<file path="src/rtl/timing_pkg.sv">
// Shared constants, FSM state encoding and one-hot phase decode
// for the timing sequencer.
package timing_pkg;
  localparam int NPH = 16;
  localparam int PW  = 4;

  typedef enum logic [1:0] {IDLE, RUN, DONE} state_t;

  function automatic logic [NPH-1:0] onehot(input logic [PW-1:0] p);
    logic [NPH-1:0] v;
    v    = '0;
    v[p] = 1'b1;
    return v;
  endfunction
endpackage

</file>
<file path="src/rtl/timing_sequencer_if.sv">
// Command/status bundle between the issuing controller (master)
// and the timing sequencer (slave).
interface timing_sequencer_if;
  import timing_pkg::*;

  logic           start;
  logic           stop;
  logic           hold;
  logic [PW-1:0]  len;
  logic           cont;
  logic [NPH-1:0] tsig;
  logic [PW-1:0]  phase;
  logic           busy;
  logic           done;
  logic           wrap;

  modport master (output start, stop, hold, len, cont,
                  input  tsig, phase, busy, done, wrap);
  modport slave  (input  start, stop, hold, len, cont,
                  output tsig, phase, busy, done, wrap);
endinterface

</file>
<file path="src/rtl/phase_counter.sv">
// Phase index counter with synchronous clear, enable and a
// terminal compare against the latched last-phase index.
module phase_counter
  import timing_pkg::*;
(
  input  logic          clk,
  input  logic          reset,
  input  logic          clr,
  input  logic          en,
  input  logic [PW-1:0] last,
  output logic [PW-1:0] cnt,
  output logic          at_last
);

  always_ff @(posedge clk or posedge reset) begin
    if (reset)    cnt <= '0;
    else if (clr) cnt <= '0;
    else if (en)  cnt <= cnt + 1'b1;
  end

  assign at_last = (cnt == last);

endmodule

</file>
<file path="src/rtl/timing_sequencer.sv">
// Start/stop/hold front-end driving the 16-phase one-hot timing bus.
//   state | meaning
//   IDLE  | outputs zero, waiting for start
//   RUN   | sweeping phases 0..len_q, tsig = onehot(phase)
//   DONE  | one-cycle done pulse, then back to IDLE
module timing_sequencer
  import timing_pkg::*;
(
  input  logic              clk,
  input  logic              reset,
  timing_sequencer_if.slave bus
);

  state_t        state_q, state_d;
  logic [PW-1:0] len_q;
  logic          cont_q;
  logic          stop_pend;
  logic [PW-1:0] cnt;
  logic          at_last;
  logic          run, adv, stop_eff, cnt_clr;

  assign run      = (state_q == RUN);
  assign adv      = run & ~bus.hold;
  assign stop_eff = stop_pend | bus.stop;
  assign cnt_clr  = (state_d != RUN) | (adv & at_last);

  phase_counter u_phase_counter (
    .clk     (clk),
    .reset   (reset),
    .clr     (cnt_clr),
    .en      (adv),
    .last    (len_q),
    .cnt     (cnt),
    .at_last (at_last)
  );

  always_ff @(posedge clk or posedge reset) begin
    if (reset) state_q <= IDLE;
    else       state_q <= state_d;
  end

  always_ff @(posedge clk or posedge reset) begin
    if (reset) begin
      len_q  <= '0;
      cont_q <= 1'b0;
    end else if (state_q == IDLE && bus.start) begin
      len_q  <= bus.len;
      cont_q <= bus.cont;
    end
  end

  // Held cycles freeze the pending stop along with the phase.
  always_ff @(posedge clk or posedge reset) begin
    if (reset)                 stop_pend <= 1'b0;
    else if (state_d != RUN)   stop_pend <= 1'b0;
    else if (adv && bus.stop)  stop_pend <= 1'b1;
  end

  always_comb begin
    state_d = state_q;
    case (state_q)
      IDLE:    if (bus.start) state_d = RUN;
      RUN:     if (adv && at_last && (!cont_q || stop_eff)) state_d = DONE;
      DONE:    state_d = IDLE;
      default: state_d = IDLE;
    endcase
  end

  // wrap marks the terminal phase itself, so it must see this cycle's hold/stop.
  always_comb begin
    bus.tsig  = '0;
    bus.phase = '0;
    bus.busy  = 1'b0;
    bus.done  = 1'b0;
    bus.wrap  = 1'b0;
    case (state_q)
      RUN: begin
        bus.busy  = 1'b1;
        bus.tsig  = onehot(cnt);
        bus.phase = cnt;
        bus.wrap  = adv & at_last & cont_q & ~stop_eff;
      end
      DONE:    bus.done = 1'b1;
      default: ;
    endcase
  end

endmodule

</file>
<file path="src/flat_wrapper.sv">
// flat-port wrapper written by rule: the top's interface ports become plain ports
module timing_sequencer_flat import timing_pkg::*;
  (clk, reset, bus_start, bus_stop, bus_hold, bus_len, bus_cont, bus_tsig, bus_phase, bus_busy, bus_done, bus_wrap);
  timing_sequencer_if bus_i ();
  input  logic clk;
  input  logic reset;
  input wire logic [$bits(bus_i.start)-1:0] bus_start;
  input wire logic [$bits(bus_i.stop)-1:0] bus_stop;
  input wire logic [$bits(bus_i.hold)-1:0] bus_hold;
  input wire logic [$bits(bus_i.len)-1:0] bus_len;
  input wire logic [$bits(bus_i.cont)-1:0] bus_cont;
  output wire logic [$bits(bus_i.tsig)-1:0] bus_tsig;
  output wire logic [$bits(bus_i.phase)-1:0] bus_phase;
  output wire logic [$bits(bus_i.busy)-1:0] bus_busy;
  output wire logic [$bits(bus_i.done)-1:0] bus_done;
  output wire logic [$bits(bus_i.wrap)-1:0] bus_wrap;
  assign bus_i.start = bus_start;
  assign bus_i.stop = bus_stop;
  assign bus_i.hold = bus_hold;
  assign bus_i.len = bus_len;
  assign bus_i.cont = bus_cont;
  assign bus_tsig = bus_i.tsig;
  assign bus_phase = bus_i.phase;
  assign bus_busy = bus_i.busy;
  assign bus_done = bus_i.done;
  assign bus_wrap = bus_i.wrap;
  timing_sequencer u_core (.clk(clk), .reset(reset), .bus(bus_i));
endmodule
</file>
<file path="config.mk">
export PLATFORM = sky130hd
export DESIGN_NAME = timing_sequencer_flat
export DESIGN_NICKNAME = d
export VERILOG_FILES = /design/src/rtl/timing_pkg.sv /design/src/rtl/timing_sequencer_if.sv /design/src/rtl/phase_counter.sv /design/src/rtl/timing_sequencer.sv /design/src/flat_wrapper.sv
export SDC_FILE = /design/constraint.sdc
export NUM_CORES = 1
export LEC_CHECK = 0
export ABC_AREA = 1
export CAP_MARGIN = 25
export CORE_MARGIN = 2
export CORE_UTILIZATION = 41
export DETAILED_ROUTE_END_ITERATION = 7
export PLACE_DENSITY = 0.8
export SLEW_MARGIN = 5
export SYNTH_ARGS = -nofsm -noshare
export SYNTH_HDL_FRONTEND = slang
export SYNTH_SLANG_ARGS = --single-unit
</file>
<file path="constraint.sdc">
create_clock -name clk -period 1.6 [get_ports clk]
set_input_delay 0.32 -clock clk [delete_from_list [all_inputs] [get_ports clk]]
set_output_delay 0.32 -clock clk [all_outputs]
set_load 0.02 [all_outputs]
</file>
Word-level counts from Yosys, hierarchy flattened
Index checks and enable logic that the tools add are counted.

word-level totals
  register bits = 12
  word-level logic and storage cells = 44
  output and inout bits = 23
  input port bits = 10

cells by class
  reduce and logical (&&, ||, !) cells = 10
  multiplexer cells = 14
  eq/ne operators = 4
  add/subtract/negate cells = 1
  $lt $le $gt $ge = 2
  bitwise logic cells = 8

operators with widths
  cell                                                                                  count
  16-bit 2-to-1 mux                                                                     1
  4-bit 2-to-1 mux                                                                      3
  1-bit 2-to-1 mux                                                                      6
  1-bit logical AND                                                                     5
  4-bit by 5-bit less-than comparator with 1-bit output (second input constant)         1
  4-bit by 1-bit adder with 4-bit output (second input constant)                        1
  1-bit AND                                                                             4
  1-bit demux with 4-bit select                                                         1
  4-bit == test                                                                         1
  4-bit by 1-bit greater-or-equal comparator with 1-bit output (second input constant)  1
  2-bit 2-to-1 mux                                                                      2
  2-bit case mux with 2 select lines                                                    1
  2-bit nonzero test                                                                    2
  2-bit by 1-bit == test with 1-bit output (second input constant)                      1
  2-bit == test (second input constant)                                                 1
  2-bit zero test                                                                       1
  2-bit by 1-bit inequality test with 1-bit output (second input constant)              1
  1-bit inverter                                                                        2
  1-bit OR                                                                              2
  1-bit zero test                                                                       1
  1-bit logical OR                                                                      1

Logic depth before layout (Yosys ltp)
  depth in word-level cells = 9
  gate-level depth with buffers = 7
  mapped depth without buffers = 7

Modules after synthesis
Synthesis repeated with hierarchy kept, for this count alone.

unflattened totals
  cells, all modules = 114
  area, all modules = 787.0 um^2

by module, submodules not included
  module            seq. area each (um^2)  area each (um^2)  instances  cells each
  timing_sequencer  200.2                  534.3             1          79
  phase_counter     100.1                  252.7             1          35

Least setup slack after synthesis
Ideal clock, no wire load.

  path type = register to output
  start = register u_core.state_q[1]
  end = output port bus_wrap
  data required time = 1280 ps
  setup slack = 164 ps
  stages on the path, launching flop included = 6
  data arrival time = 1116 ps
  path buffers = 0
  cells stage by stage = dfrtp_1 inv_2 nand3_2 nor2_1 nand3_1 nor2_1

on the way
  longest elaborated chain between the ends = 6

ends and longest elaborated chain
  what                                          line                                            source
  start: declaration                            timing_sequencer.sv:14                          state_t state_q, state_d;
  start signal: assignment                      timing_sequencer.sv:39                          else state_q <= state_d;
  2-bit by 1-bit == test with 1-bit output (*)  timing_sequencer.sv:22, timing_sequencer.sv:76
  1-bit AND                                     timing_sequencer.sv:23                          assign adv = run & ~bus.hold;
  1-bit AND (3 in series)                       timing_sequencer.sv:81                          bus.wrap = adv & at_last & cont_q & ~stop_eff;
  1-bit 2-to-1 mux (*)                          timing_sequencer.sv:76                          case (state_q)
  end: declaration                              flat_wrapper.sv:16                              output wire logic [$bits(bus_i.wrap)-1:0] bus_wrap;

Every way passes the cells marked *; elsewhere a longest branch is shown, timed or not.

Worst setup path after layout
  start = register u_core.u_phase_counter.cnt[0]
  end = output port bus_tsig[7]

on the way
  longest elaborated chain between the ends = 5
  elaborated cells between the ends (all ways) = 6
  classes of those cells = 2 x order compare; 3 x mux; 1 x reduce/logical

ends and longest elaborated chain
  what                                                                                                                                                         line                    source
  start: declaration                                                                                                                                           phase_counter.sv:11     output logic [PW-1:0] cnt,
  start signal: assignment                                                                                                                                     phase_counter.sv:18     else if (en) cnt <= cnt + 1'b1;
  4-bit by 5-bit less-than comparator with 1-bit output (implied by the code) or 4-bit by 1-bit greater-or-equal comparator with 1-bit output (tied branches)  timing_pkg.sv:12        v[p] = 1'b1;
  1-bit logical AND (implied by the code)                                                                                                                      timing_pkg.sv:12
  1-bit 2-to-1 mux (implied by the code)                                                                                                                       timing_pkg.sv:12
  1-bit demux with 4-bit select (*)                                                                                                                            --
  16-bit 2-to-1 mux (*)                                                                                                                                        timing_sequencer.sv:76
  end: declaration                                                                                                                                             flat_wrapper.sv:12      output wire logic [$bits(bus_i.tsig)-1:0] bus_tsig;

Marked as above.

==> impl_results.md <==
* DRC Markers at 0
* Initial DRC count at 16
* Crit end category: primary output
* Number of optimization iterations in the first detailed-route pass at 4
* Routed length per placed instance at 15.1 um
* Routability congestion estimate from global placement at 0.812
* Fraction of the yosys area taken by sequential cells at 0.389
* Fraction of the cycle the final worst path needs at 1.10
* Final critical path time including I/O delays and setup at 1750 ps
* Reg power frac at 0.206
* Buffer depth of the longest clock path at 2
* Required time worst endpoint at 1280 ps
* Maximum number of pins on one net before global-route repair at 13
* Post-synthesis to final-layout area growth at 95.3%
* Avg Inst Size Synth at 6.83 um^2
* IO buf count at 32
* Count of final max-slew check failures at 0
* Overall Global Routing Usage at 0.228
* TritonCTS clock tree: yes
* Critical-path maximum fanout at 5
* Arr. time, crit path at 1430 ps
* Worst skew pair latency at 280 ps
* Clock edge transition at the registers on the reported setup and hold paths at 80 ps
* Filler cell count at 103
* RSZ-0062 raised after global routing: true
* Count of nets left with antenna violations after detail routing at 0
* Worst-case reg-to-reg path depth at 8
* Post-synth design cell area at 772 um^2
* Vias per inst at 5.07
* Number of top-level pins at 33
* Total count of hold-check failures in the final report at 0
* Slew @ Worst Pin at 451 ps
* Reported net switching power at 1300 uW
* Unique masters post-synth at 17
* Type of the worst min-delay path: input port to asynchronous set/reset pin
* First-pass GRT wire length at 3530 um
* Post-CTS Hold Fix Bufs at 0
* Fraction of final layout cells with drive strength greater than 1 at 0.523
* Summed area of non-filler cells in the final layout at 1510 um^2
* Share of power burned in combinational logic at 0.705
* Number of instances in the synthesized netlist at 113
* Die boundary width at 47.4 um
* Antenna violations before repair at 0
* Final net count at 191
* Highest clock frequency the design can meet at 571 MHz
* Internal cell power at 1460 uW
* Core area at 1750 um^2
* Total detailed-routing wirelength at 3030 um
* Fin Clk Skew at 3.70 ps
* Tightest slew margin relative to the limit at 0.699
* Clk pwr share at 0.089
* Sw Ratio at 0.472
* Status: finished with violations
* Maximum capacitance violations at 0
* Diode insertion count for antenna repair at 0
* Total via count after detailed routing at 1020
* Global-route congestion overflow total at 0
* Standby leakage power at 0.000746 uW
* Number of buffers created by CTS at 3
* Leading cell type in the layout, fill and taps excluded: sky130_fd_sc_hd__buf_4
* Type of the worst setup path: flip-flop to primary output
* Synthesized netlist net count at 127
* Worst hold margin at 364 ps
* Clock tree sinks at 12
* Die extent in y at 47.4 um
* Power per unit of standard cell area at 1830 nW/um^2
* Clk Tree Root Cell: sky130_fd_sc_hd__clkbuf_4
* Via count of the first global-routing pass at 824
* Setup crit start kind: flip-flop
* Number of H-tree levels at 1
* Initial cell density of the core at 0.442
* Final Setup Violations at 19
* Minimum setup slack in the final design at -152 ps
* Violated checks: setup timing
* Placement Cell Area at 1270 um^2
* Pre-CTS setup slack at -584 ps
* Commonest non-fill, non-tap cells in the layout: sky130_fd_sc_hd__buf_4 (35), sky130_fd_sc_hd__nand2_1 (23), sky130_fd_sc_hd__nor2_1 (20)
* Yosys warnings at 0
* Number of flip-flops and latches in the synthesized netlist at 12
* Area of the die at 2250 um^2
* Rows at 15
* Dpl hpwl at 1730 um
* Max VDD drop at 0.00135 V
## registers in the layout, indices dropped and copies added, names as in the netlist
register,flops
u_core.cont_q,1
u_core.stop_pend,1
u_core.len_q,4
u_core.u_phase_counter.cnt,4
u_core.state_q,2
## final cells by class
class,instances,area (um^2),area share
flip-flops and latches,12,303,0.201
clock buffers,4,36.3,0.0241
repair buffers,59,497,0.329
multi-input cells,82,559,0.371
inverters,19,81.3,0.0539
well taps,25,31.3,0.0207
## Yosys cell counts, drive strengths merged
library cell  instances  area [um^2]
dfrtp                12          300
ha                    4         50.1
inv                  19         71.3
nand2                30          115
nand3                 5         30.0
nand4                 1         6.26
nor2                 31          119
o211ai                2         20.0
o21ai                 5         25.0
xnor2                 1         8.76
xor2                  3         26.3
## per-stage QoR
step	utilization	total power [uW]	cells	setup TNS, ps
2_1_floorplan	-	1210	113	0
3_3_place_gp	0.730	1820	190	-4140
3_5_place_dp	0.730	1870	190	-5020
4_1_cts	0.773	2300	200	-1560
5_1_grt	0.864	2900	201	-2350
6_report	0.864	2760	201	-1640
## repair_timing
action,CTS,global route
gates resized for setup,123,45
gates cloned,0,0
setup buffers,6,3
endpoints found under the setup margin,23,23
pin swaps,6,13
hold endpoints to repair,0,0
## kinds of logic (layout without fill, tap and decap cells)
logic type / count (synthesis) / count (layout) / share of synthesized area
XOR/XNOR: 4 / 4 / 0.0454
flip-flops: 12 / 12 / 0.389
adder cells (fa/ha/maj): 4 / 4 / 0.0648
buffers and inverters: 19 / 82 / 0.0924
AND/OR/NAND/NOR: 67 / 67 / 0.350
AO/OA/AOI/OAI: 7 / 7 / 0.0583
## per-layer routing
layer	up-vias	GRT usage	wire, um
li1	464	-	-
met1	498	0.269	1160
met4	0	0.0667	101
met5	-	0	0
met2	44	0.414	1600
met3	14	0.0423	166
## power groups by stage
stage	combinational [uW]	sequential, uW	clock, uW
3_3_place_gp	1290	525	0
5_1_grt	2070	574	255
4_1_cts	1520	535	246
3_5_place_dp	1340	535	0
6_report	1950	570	246
2_1_floorplan	691	522	0
## critical path, stage by stage (launching register included)
cell and delay [ps]:
sky130_fd_sc_hd__dfrtp_2 460, sky130_fd_sc_hd__buf_6 130, sky130_fd_sc_hd__ha_4 120, sky130_fd_sc_hd__inv_2 40, sky130_fd_sc_hd__nor2_4 90, sky130_fd_sc_hd__inv_2 60, sky130_fd_sc_hd__nor2_1 100, sky130_fd_sc_hd__buf_4 160
## worst paths after layout
path                                                                 from  slack [ps]                                         to
worst max-delay path            u_core.u_phase_counter.cnt[0]$_DFFE_PP0P_        -150                                bus_tsig[7]
worst min-delay path                                                reset         360  u_core.u_phase_counter.cnt[2]$_DFFE_PP0P_
min in group clk                                u_core.cont_q$_DFFE_PP0P_         520                  u_core.cont_q$_DFFE_PP0P_
max in group asynchronous                                           reset         900  u_core.u_phase_counter.cnt[1]$_DFFE_PP0P_
worst min register to register                  u_core.cont_q$_DFFE_PP0P_         520                  u_core.cont_q$_DFFE_PP0P_
worst max register to register  u_core.u_phase_counter.cnt[0]$_DFFE_PP0P_         260  u_core.u_phase_counter.cnt[0]$_DFFE_PP0P_
Power figures use the tool's default switching activity.
